[src/rtl/modn_seq_ctrl.sv]
// modn_seq_ctrl
//   Sequencer for a mod-N counting datapath. A command on a valid/ready
//   handshake carries modulus N (cmd_mod, 0 encodes 2^W) and repeat count R
//   (cmd_reps, 0 runs until abort). The block counts 0..N-1 R times, pulses
//   tc on every wrap and pulses done for one cycle after the final wrap.
//
// Ports
//   clk        rising-edge clock
//   rst        synchronous active-high reset
//   cmd_valid  command present
//   cmd_ready  command can be accepted (IDLE and not in reset)
//   cmd_mod    modulus N, 0 means 2^W
//   cmd_reps   repeat count R, 0 means run until abort
//   abort      terminate a run in progress (only honoured in RUN)
//   count      current count value
//   tc         count is at N-1 while running
//   busy       run in progress
//   done       one-cycle pulse after the last wrap of a finite run

module modn_seq_ctrl #(
    parameter int W  = 3,
    parameter int RW = 4
) (
    input  logic          clk,
    input  logic          rst,
    input  logic          cmd_valid,
    output logic          cmd_ready,
    input  logic [W-1:0]  cmd_mod,
    input  logic [RW-1:0] cmd_reps,
    input  logic          abort,
    output logic [W-1:0]  count,
    output logic          tc,
    output logic          busy,
    output logic          done
);

    typedef enum logic [1:0] {
        IDLE,
        RUN,
        DONE
    } state_t;

    state_t        state, state_nx;
    logic [W-1:0]  count_nx;
    logic [W-1:0]  last, last_nx;
    logic [RW-1:0] reps, reps_nx;
    logic [RW-1:0] repcnt, repcnt_nx;
    logic          final_wrap;

    always_ff @(posedge clk) begin
        if (rst) begin
            state  <= IDLE;
            count  <= '0;
            last   <= '0;
            reps   <= '0;
            repcnt <= '0;
        end else begin
            state  <= state_nx;
            count  <= count_nx;
            last   <= last_nx;
            reps   <= reps_nx;
            repcnt <= repcnt_nx;
        end
    end

    always_comb begin
        cmd_ready  = (state == IDLE) && !rst;
        busy       = (state == RUN);
        done       = (state == DONE);
        tc         = busy && (count == last);
        // reps==0 never matches here, so a free run only ends on abort
        final_wrap = tc && (reps != '0) && (repcnt == reps - RW'(1));

        state_nx  = state;
        count_nx  = count;
        last_nx   = last;
        reps_nx   = reps;
        repcnt_nx = repcnt;

        unique case (state)
            IDLE: begin
                if (cmd_valid && cmd_ready) begin
                    state_nx  = RUN;
                    // W-bit wrap: cmd_mod==0 yields all-ones, i.e. N=2^W
                    last_nx   = cmd_mod - W'(1);
                    reps_nx   = cmd_reps;
                    repcnt_nx = '0;
                    count_nx  = '0;
                end
            end
            RUN: begin
                if (abort) begin
                    state_nx = IDLE;
                    count_nx = '0;
                end else if (tc) begin
                    count_nx  = '0;
                    repcnt_nx = repcnt + RW'(1);
                    if (final_wrap) begin
                        state_nx = DONE;
                    end
                end else begin
                    count_nx = count + W'(1);
                end
            end
            DONE: begin
                state_nx = IDLE;
                count_nx = '0;
            end
            default: begin
                state_nx = IDLE;
                count_nx = '0;
            end
        endcase
    end

endmodule
[config.mk]
export PLATFORM = sky130hd
export DESIGN_NAME = modn_seq_ctrl
export DESIGN_NICKNAME = d
export VERILOG_FILES = /design/src/rtl/modn_seq_ctrl.sv
export SDC_FILE = /design/constraint.sdc
export NUM_CORES = 1
export LEC_CHECK = 0
export ABC_CLOCK_PERIOD_IN_PS = 4200
export CORE_MARGIN = 2
export CORE_UTILIZATION = 53
export CTS_CLUSTER_DIAMETER = 200
export DETAILED_ROUTE_END_ITERATION = 8
export GPL_ROUTABILITY_DRIVEN = 0
export GPL_TIMING_DRIVEN = 0
export PLACE_DENSITY = 0.9
export SETUP_SLACK_MARGIN = 0.5
export SLEW_MARGIN = 30
export SYNTH_ARGS = -nofsm -noshare
export SYNTH_HDL_FRONTEND = slang
export SYNTH_SLANG_ARGS = --single-unit
[constraint.sdc]
create_clock -name clk -period 4.2 [get_ports clk]
set_input_delay 0.63 -clock clk [delete_from_list [all_inputs] [get_ports clk]]
set_output_delay 0.63 -clock clk [all_outputs]
set_load 0.02 [all_outputs]
==> flow_summary_export.csv <==
group,metric,value,unit
sta,rsz0062_at_grt,"no",
global_routing,grt_pass1_wl,3180,um
synth,synth_cell_type_count,32,
synth,synth_top_area_frac,0.354,
sta,fin_setup_tns,0,ns
detailed_routing,routed_wl,1900,um
synth,yosysTopAreaCell,"dfxtp_1",
final_layout,antennaDiodeCount,0,
sta,hold_viol_final,0,
job,cap_viol_max_count,0,
placement,portBuffers,16,
die,die-area,2050,um^2
detailed_routing,drc,0,
sta,worst_pin_slew,0.551,ns
clock_tree,cts_setup_buffers,0,
sta,setup_viol,0,
final_layout,area_delta_synth_final,22.4,%
global_routing,antenna_found_initial,0,
synth,ys_top_cells_by_count,"16 x dfxtp_1, 8 x nor2_1, 8 x o21ai_0, 6 x inv_1, 6 x nand2_1",
worst_setup_path,path_cells,"clkdlybuf4s50_1 -> nor3_1 -> clkdlybuf4s50_1",
worst_setup_path,slowest_delay,0.68,ns
global_routing,grt.met2_usage,0.400,
die,die_x,45.3,um
placement,dpl.hpwl,1410,um
sta,setup_slack,1.54,ns
sta,final.min_clock_period,2.66,ns
power,powerDensity,296,nW/um^2
worst_setup_path,cp_data_required_time,3.57,ns
sta,fin_crit_sh,0.634,
detailed_routing,antenna_left,0,
clock_tree,clk_latency,0.30,ns
worst_setup_path,crit_slowest_cell,"clkdlybuf4s50_1",
clock_tree,cts_tree,"built",
worst_setup_path,criticalPathCategory,"input pin to output port",
power,swShare,0.295,
global_routing,first_global_vias,756,
synth,synthArstFlopShare,0,
die,ios,18,
die,start_util,0.580,
global_routing,top_usage_layer,"met2",
global_routing,overflow,0,
clock_tree,htreeDepth,1,
clock_tree,path_clk_slew,0.09,ns
global_routing,grt_usage,0.223,
die,num_rows,14,
detailed_routing,first_pass_iters,4,
sta,finalMaxSlewViolations,0,
clock_tree,clockRootBuffer,"clkbuf_4",
final_layout,drive_above_1_share,0.111,
clock_tree,hold_buffers,0,
die,die_h,45.3,um
sta,fmax,0.375,GHz
synth,synth-seq-cells,16,
clock_tree,cts_num_sinks,16,
detailed_routing,vias,766,
sta,fin_skew,0.00150,ns
synth,synth_nets,114,
power,clockPowerShare,0.261,
synth,syn_inst,98,
detailed_routing,drt_iter0_drc,8,
worst_setup_path,start_kind,"input pin",
worst_setup_path,worstSetupEndpointType,"output port",
die,core_area,1560,um^2
synth,syn_area,905,um^2
clock_tree,ctsResizeCount,0,
synth,synth_ff_type,"dfxtp_1",
detailed_routing,wl_per_cell,14.3,um
global_routing,gr-usage-met1,0.233,
final_layout,finish.net_count,135,
power,p_switching,96.6,uW
sta,maxSlewHeadroom,0.632,
synth,synth_warnings,0,
clock_tree,cts_buffers,3,
power,leakagePower,0.434,nW
placement,preCtsSetupSlack,1.56,ns
worst_setup_path,critPathMaxFanout,3,
power,power_frac_comb,0.232,
hold_path,hold_path_class,"flip-flop to flip-flop",
synth,synth-seq-area-share,0.354,
run_status,status,"finished clean",
global_routing,grt_max_degree,11,
synth,yosys-top-cells-area,"dfxtp_1 35%, ha_1 6.9%, xnor2_2 5.4%",
worst_setup_path,cp_common_cell,"clkdlybuf4s50_1",
clock_tree,cts_buffer_depth,2,
power,pwr-share-seq,0.507,
synth,synth.most_common_cell,"dfxtp_1",
worst_setup_path,crit_arrival,2.03,ns
power,internal_power,231,uW
global_routing,met3_usage,0.0400,
power,ir_worst_vdd,180,uV
synth,syn_avg_cell_area,9.23,um^2
synth,synth_edf_count,0,
detailed_routing,detail_route.vias_per_cell,5.76,
-- sequential cells by signal, summed over array words and instances (netlist names) --
| register | count |
|---|---|
| state | 2 |
| reps | 4 |
| last | 3 |
| repcnt | 4 |
| count | 3 |
-- area by class of cell --
type	count	area, um^2
fillers	119	452
clock buffers	3	22.5
inverters	6	22.5
plain buffers	4	20.0
flip-flops and latches	16	320
repair buffers	16	160
multi-input cells	72	542
well taps	16	20.0
-- routing by layer --
metal,vias up,wire length (um)
li1,381,-
met1,353,829
met2,25,926
met3,7,78
met4,0,65
met5,-,0
-- critical path: cells and delay by family --
kind,cells,cell delay (ns)
AND/OR/NAND/NOR,1,0.27
buffers and inverters,2,1.13
-- power groups by stage --
stage               registers [mW]  clock network (mW)  logic, mW
finish                       0.166              0.0855     0.0761
global route                 0.167              0.0906     0.0833
CTS                          0.166              0.0865     0.0765
detailed placement           0.170                   0     0.0756
global placement             0.169                   0     0.0711
floorplan                    0.169                   0     0.0497
-- metrics by stage --
step           cells  utilization  hold WS (ns)  instance area (um^2)  total power, mW
2_1_floorplan     98            -         0.462                   905            0.219
3_3_place_gp     130        0.696         0.481                  1080            0.240
3_5_place_dp     130        0.696         0.499                  1080            0.245
4_1_cts          133        0.710         0.514                  1110            0.329
5_1_grt          133        0.710         0.549                  1110            0.341
6_report         133        0.710         0.518                  1110            0.328
-- cell usage in the layout, fill, tap and decap left out, types with 3 or more instances in the layout --
cell / Yosys / layout
xor2_1: 4 / 4
nand2b_1: 3 / 3
o31ai_1: 5 / 5
xnor2_2: 3 / 3
dfxtp_1: 16 / 16
xnor2_1: 3 / 3
inv_1: 6 / 6
nor3_1: 4 / 4
clkdlybuf4s50_1: 0 / 16
a21oi_1: 4 / 4
clkbuf_4: 0 / 3
o21ai_0: 8 / 8
nor2_1: 8 / 8
ha_1: 5 / 5
nand2_1: 6 / 6
-- logic make-up (layout without fill, tap and decap cells) --
logic type               count (synthesis)  in the layout  share of synthesized area
AND/OR/NAND/NOR                         35             35                      0.241
multiplexers                             1              1                     0.0111
buffers and inverters                   10             29                     0.0470
XOR/XNOR                                11             11                      0.147
adder cells (fa/ha/maj)                  5              5                     0.0692
flip-flops                              16             16                      0.354
AO/OA/AOI/OAI                           20             20                      0.131
-- final timing paths --
| path | cells past startpoint | from | to | slack (ns) |
|---|---|---|---|---|
| hold reg to reg | 2 | repcnt[2] | repcnt[2] | 0.52 |
| setup reg to reg | 3 | state[1] | last[0] | 2.66 |
| setup / recovery | 3 | rst | cmd_ready | 1.54 |
| hold / removal | 2 | repcnt[2] | repcnt[2] | 0.52 |
(Power assumes the default switching activity.)
